===== src/rtl/irq_pkg.sv =====
`default_nettype none
// ----------------------------------------------------------------------------
// irq_pkg: shared FSM encoding, register offsets, exception codes and vectors
// Rev 1.0
// ----------------------------------------------------------------------------
package irq_pkg;

  typedef enum logic [1:0] {
    IDLE = 2'd0,
    REQ  = 2'd1,
    SVC  = 2'd2
  } irq_state_e;

  localparam logic [3:0] OFF_IMASK  = 4'd0;
  localparam logic [3:0] OFF_IPEND  = 4'd4;
  localparam logic [3:0] OFF_ICAUSE = 4'd8;
  localparam logic [3:0] OFF_ICTRL  = 4'd12;

  localparam logic [2:0] EXC_ALU_OVF = 3'd0;
  localparam logic [2:0] EXC_PC_OVF  = 3'd1;
  localparam logic [2:0] EXC_HAZARD  = 3'd2;

  // Handler entry points consumed by the PC logic, not by this block
  localparam logic [31:0] IRQ_VECTOR = 32'h80000004;
  localparam logic [31:0] EXC_VECTOR = 32'h80000008;

endpackage
`default_nettype wire


===== src/rtl/irq_prio_enc.sv =====
`default_nettype none
// ----------------------------------------------------------------------------
// irq_prio_enc: lowest-index-first priority encoder with valid flag (W <= 8)
// Rev 1.0
// ----------------------------------------------------------------------------
module irq_prio_enc #(
  parameter int W = 4
) (
  input  logic [W-1:0] req,
  output logic         valid,
  output logic [2:0]   idx
);

  // Scanning downward lets the lowest set index win the last assignment
  always_comb begin
    valid = |req;
    idx   = 3'd0;
    for (int i = W - 1; i >= 0; i--) begin
      if (req[i]) idx = 3'(i);
    end
  end

endmodule
`default_nettype wire


===== src/rtl/irq_controller.sv =====
`default_nettype none
// ----------------------------------------------------------------------------
// irq_controller: edge-latched interrupts, exception forwarding, MMIO regs
// Rev 1.0
// ----------------------------------------------------------------------------
module irq_controller
  import irq_pkg::*;
#(
  parameter int          NSRC      = 4,
  parameter logic [31:0] BASE_ADDR = 32'h40000030
) (
  input  logic            clk,
  input  logic            reset,
  input  logic [NSRC-1:0] irq_src,
  input  logic [2:0]      exc_src,
  input  logic            kernel,
  input  logic            MemRd,
  input  logic            MemWr,
  input  logic [31:0]     Addr,
  input  logic [31:0]     WriteData,
  output logic [31:0]     ReadData,
  output logic            Interrupt,
  output logic            Exception,
  output logic            in_service
);

  irq_state_e state, state_next;

  logic [NSRC-1:0] src_q, imask, ipend;
  logic [NSRC-1:0] new_event, ipend_w1c, pend_en;
  logic            gie;
  logic [2:0]      sticky;
  logic            cause_exc;
  logic [2:0]      cause_id;

  logic [29:0] word_off;
  logic        blk_hit;
  logic [3:0]  reg_off;
  logic        wr_imask, wr_ipend, wr_ictrl;

  logic       irq_valid, exc_valid;
  logic [2:0] irq_idx, exc_idx;
  logic       load_irq, load_exc;

  // Word-granular decode so a non-16-aligned BASE_ADDR still maps correctly
  assign word_off = Addr[31:2] - BASE_ADDR[31:2];
  assign blk_hit  = (word_off[29:2] == 28'd0);
  assign reg_off  = {word_off[1:0], 2'b00};

  assign wr_imask = MemWr && blk_hit && (reg_off == OFF_IMASK);
  assign wr_ipend = MemWr && blk_hit && (reg_off == OFF_IPEND);
  assign wr_ictrl = MemWr && blk_hit && (reg_off == OFF_ICTRL);

  assign new_event = irq_src & ~src_q;
  assign ipend_w1c = wr_ipend ? WriteData[NSRC-1:0] : '0;
  assign pend_en   = ipend & imask;

  irq_prio_enc #(.W(NSRC)) u_irq_enc (
    .req   (pend_en),
    .valid (irq_valid),
    .idx   (irq_idx)
  );

  irq_prio_enc #(.W(3)) u_exc_enc (
    .req   (exc_src),
    .valid (exc_valid),
    .idx   (exc_idx)
  );

  // The faulting instruction must trap in the cycle it executes
  assign Exception = exc_valid && !kernel;

  always_ff @(posedge clk or negedge reset) begin
    if (!reset) begin
      state     <= IDLE;
      src_q     <= '0;
      imask     <= '0;
      ipend     <= '0;
      gie       <= 1'b0;
      sticky    <= 3'b000;
      cause_exc <= 1'b0;
      cause_id  <= 3'd0;
    end else begin
      state  <= state_next;
      src_q  <= irq_src;
      ipend  <= (ipend & ~ipend_w1c) | new_event;
      sticky <= (sticky & ~(wr_ictrl ? WriteData[10:8] : 3'b000)) | exc_src;
      if (wr_imask) imask <= WriteData[NSRC-1:0];
      if (wr_ictrl) gie <= WriteData[0];
      if (load_exc) begin
        cause_exc <= 1'b1;
        cause_id  <= exc_idx;
      end else if (load_irq) begin
        cause_exc <= 1'b0;
        cause_id  <= irq_idx;
      end
    end
  end

  always_comb begin
    state_next = state;
    Interrupt  = 1'b0;
    in_service = 1'b0;
    load_irq   = 1'b0;
    load_exc   = 1'b0;
    case (state)
      IDLE: begin
        if (Exception) begin
          load_exc   = 1'b1;
          state_next = SVC;
        end else if (gie && irq_valid && !kernel) begin
          load_irq   = 1'b1;
          state_next = REQ;
        end
      end
      REQ: begin
        Interrupt = !kernel;
        if (Exception) begin
          load_exc   = 1'b1;
          state_next = SVC;
        end else if (kernel) begin
          state_next = SVC;
        end
      end
      SVC: begin
        in_service = 1'b1;
        if (!kernel) state_next = IDLE;
      end
      default: state_next = IDLE;
    endcase
  end

  always_comb begin
    ReadData = 32'h0;
    if (MemRd && blk_hit) begin
      case (reg_off)
        OFF_IMASK:  ReadData[NSRC-1:0] = imask;
        OFF_IPEND:  ReadData[NSRC-1:0] = ipend;
        OFF_ICAUSE: begin
          ReadData[31]  = cause_exc;
          ReadData[2:0] = cause_id;
        end
        OFF_ICTRL: begin
          ReadData[10:8] = sticky;
          ReadData[0]    = gie;
        end
        default: ReadData = 32'h0;
      endcase
    end
  end

  logic unused_bits;
  assign unused_bits = ^{Addr[1:0], WriteData};

endmodule
`default_nettype wire


===== config.mk =====
export PLATFORM = sky130hd
export DESIGN_NAME = irq_controller
export DESIGN_NICKNAME = d
export VERILOG_FILES = /design/src/rtl/irq_pkg.sv /design/src/rtl/irq_prio_enc.sv /design/src/rtl/irq_controller.sv
export SDC_FILE = /design/constraint.sdc
export NUM_CORES = 1
export LEC_CHECK = 0
export ABC_AREA = 1
export BUFFER_PORTS_ARGS = -buffer_cell sky130_fd_sc_hd__buf_2
export CAP_MARGIN = 20
export CORE_MARGIN = 2
export CORE_UTILIZATION = 35
export CTS_CLUSTER_SIZE = 30
export DETAILED_ROUTE_END_ITERATION = 16
export MAX_ROUTING_LAYER = met4
export PLACE_DENSITY = 0.75
export SYNTH_ARGS = -nofsm -noshare
export SYNTH_HDL_FRONTEND = slang
export SYNTH_HIERARCHICAL = 1
export SYNTH_SLANG_ARGS = --single-unit

===== constraint.sdc =====
create_clock -name clk -period 2.9 [get_ports clk]
set_input_delay 0.725 -clock clk [delete_from_list [all_inputs] [get_ports clk]]
set_output_delay 0.725 -clock clk [all_outputs]
set_load 0.02 [all_outputs]

==> qor.yml <==
cts_tree: "built"
cts_buffers: 3
clockBufferDepth: 2
slew_headroom: 0.657
cp_cell_sequence: "buf_2, nor2_4, nand2_4, nor2_4, nand3_1, nand2_1, nand3_1, nor2_1, nand3_2, nor2_4, nand2_4, a21oi_2, buf_4"
placed_cells: 470
wire_per_inst_um: 12.1
finalSetupViolations: 8
postSynthCellCount: 327
r2r-end: "cause_id[1]"
setup_slack_ns: -0.234
end_kind: "primary output"
clock_latency_ns: 0.27
worst_clock_skew_ns: 0.00235
synth_area_um2: 2090
num-nets-final: 479
via_count: 2245
tightestPinTransition_ns: 0.515
ir_drop_mv: 0.158
hold_class: "in -> async"
cts.clk_slew.worst_paths_ns: 0.08
status: "complete, but fails checks"
worstPathArrival_ns: 2.41
numPortBuffers: 59
drive_gt1_frac: 0.377
fin_crit_ns: 3.13
final_cells: 476
r2r_start: "ipend[3]"
synth.area.top_cells: "dfrtp_1 26%, nand2_1 16%, buf_4 9.3%"
drtIter0Drc: 71
synth_top_cell_area_share: 0.263
grt_pass1_vias: 2101
setup_tns_ns: -1.56
rrSetupSlack_ns: 1.52
io_pins: 111
slowest_stage: "nor2_4"
coreArea_um2: 5850
synth_top_area_cell: "dfrtp_1"
synthArstFlopShare: 1.00
crit_path_max_incr_delay_ns: 0.20
cpMostUsedCell: "nor2_4"
synthFlopType: "dfrtp_1"
hold_slack_ns: 0.418
cts_hold_buf: 0
fmaxAchievable_mhz: 319
power_density_nw_per_um2: 271
total_power_uw: 757
final_antenna_net_count: 0
maxCapViolations: 0
diodes: 0
fin_crit_sh: 1.08
synth_commonest_cells: "91 x nand2_1, 41 x nor2_1, 39 x inv_1"
p_leak_uw: 0.00140
path_class: "in -> out"
cts_sinks: 22
detail_route.first_pass.iterations: 4
drt-total-wl_um: 5760
grt_max_degree: 23
fill_cells: 582
drv_slew: 0
place.gp.congestion: 0.894
crit_fanout: 6
overflow: 0
violations: "setup timing"
die-area_um2: 6620
drc_errors: 0
yosysSeqAreaShare: 0.263
die_w_um: 81.4
ys_ff_latch: 22
setup.worst_path.start: "Addr[6]"
startpoint_type: "input port"
htree_levels: 1
synth.avg_cell_area_um2: 6.41
r2r_cells: 9
rows: 28
cts-root-buf: "clkbuf_8"
synth-edff-count: 0
yosys_warnings: 6
vias_per_cell: 4.72
rsz0062_at_grt: "true"
grt_first_pass_wirelength_um: 8790
post-synth-top-count-cell: "nand2_1"
syn_to_final_growth_pct: 33.3
grt_usage: 0.174
hold_viol_final: 0
ys_types: 26
antenna_found_initial: 0
critPathRequiredTime_ns: 2.17
start_util: 0.358
hpwl_um: 4190
fp.dieH_um: 81.4
## power breakdown
| part | internal (µW) | leakage [µW] | total (µW) | switching [µW] |
|---|---|---|---|---|
| logic | 82.0 | 0.00113 | 236 | 154 |
| clock network | 93.0 | 0.0000216 | 194 | 101 |
| registers | 320 | 0.000252 | 327 | 7.50 |
| total | 495 | 0.00140 | 757 | 263 |
## cell usage in the layout, fill, tap and decap left out, drive strengths merged
cell / n
nand2: 101
buf: 76
nor2: 64
inv: 43
conb: 26
nand3: 25
dfrtp: 22
nand4: 15
o21ai: 11
a21oi: 5
nand3b: 5
clkbuf: 3
a221oi: 2
a22oi: 1
nor3: 1
a32o: 1
## logic make-up after synthesis
family | share of synthesized area
AND/OR/NAND/NOR | 0.488
buffers and inverters | 0.178
flip-flops | 0.263
AO/OA/AOI/OAI | 0.0657
other | 0.00538
## timing repair
item	CTS	global route
pin swaps	10	14
hold endpoints to repair	0	0
setup buffers	3	0
endpoints found under the setup margin	8	8
cloned	0	0
gates resized for setup	39	34
## layer usage
layer	vias to the layer above	global-route usage	part of all wire	wire (µm)
li1	1126	-	-	-
met1	1039	0.191	0.41	2380
met2	69	0.312	0.51	2960
met3	11	0.0222	0.049	282
met4	0	0.0763	0.024	138
met5	-	-	0	0
## sequential cells by signal, indices dropped and copies added, names as in the netlist
| name | flops |
|---|---|
| sticky | 3 |
| src_q | 4 |
| imask | 4 |
| gie | 1 |
| state | 2 |
| cause_id | 3 |
| ipend | 4 |
| cause_exc | 1 |
## worst max path at each step
stage | end | slack [ns] | cells past startpoint
finish | ReadData[3] | -0.23 | 13
floorplan | ReadData[31] | 0.04 | 11
CTS | ReadData[31] | -0.14 | 13
detailed placement | ReadData[31] | -0.33 | 15
global route | ReadData[0] | -0.33 | 13
global placement | ReadData[3] | -0.30 | 15
## layout make-up
class	instances	area, µm²	share of cell area
inverters	43	161	0.0578
multi-input cells	257	1440	0.515
well taps	75	93.8	0.0336
repair buffers	76	508	0.182
clock buffers	3	41.3	0.0148
flip-flops and latches	22	551	0.197
## stage by stage
| step | cell area, µm² | utilization | setup slack, ns |
|---|---|---|---|
| 2_1_floorplan | 2180 | - | 0.0361 |
| 3_3_place_gp | 2460 | 0.421 | -0.303 |
| 3_5_place_dp | 2460 | 0.421 | -0.329 |
| 4_1_cts | 2670 | 0.457 | -0.145 |
| 5_1_grt | 2790 | 0.477 | -0.328 |
| 6_report | 2790 | 0.477 | -0.234 |
## worst max-delay path: cells and delay by family
kind	cells	cell delay, ns
simple gates	10	1.28
buf+inv	2	0.27
compound gates	1	0.14
(Power assumes the default switching activity.)
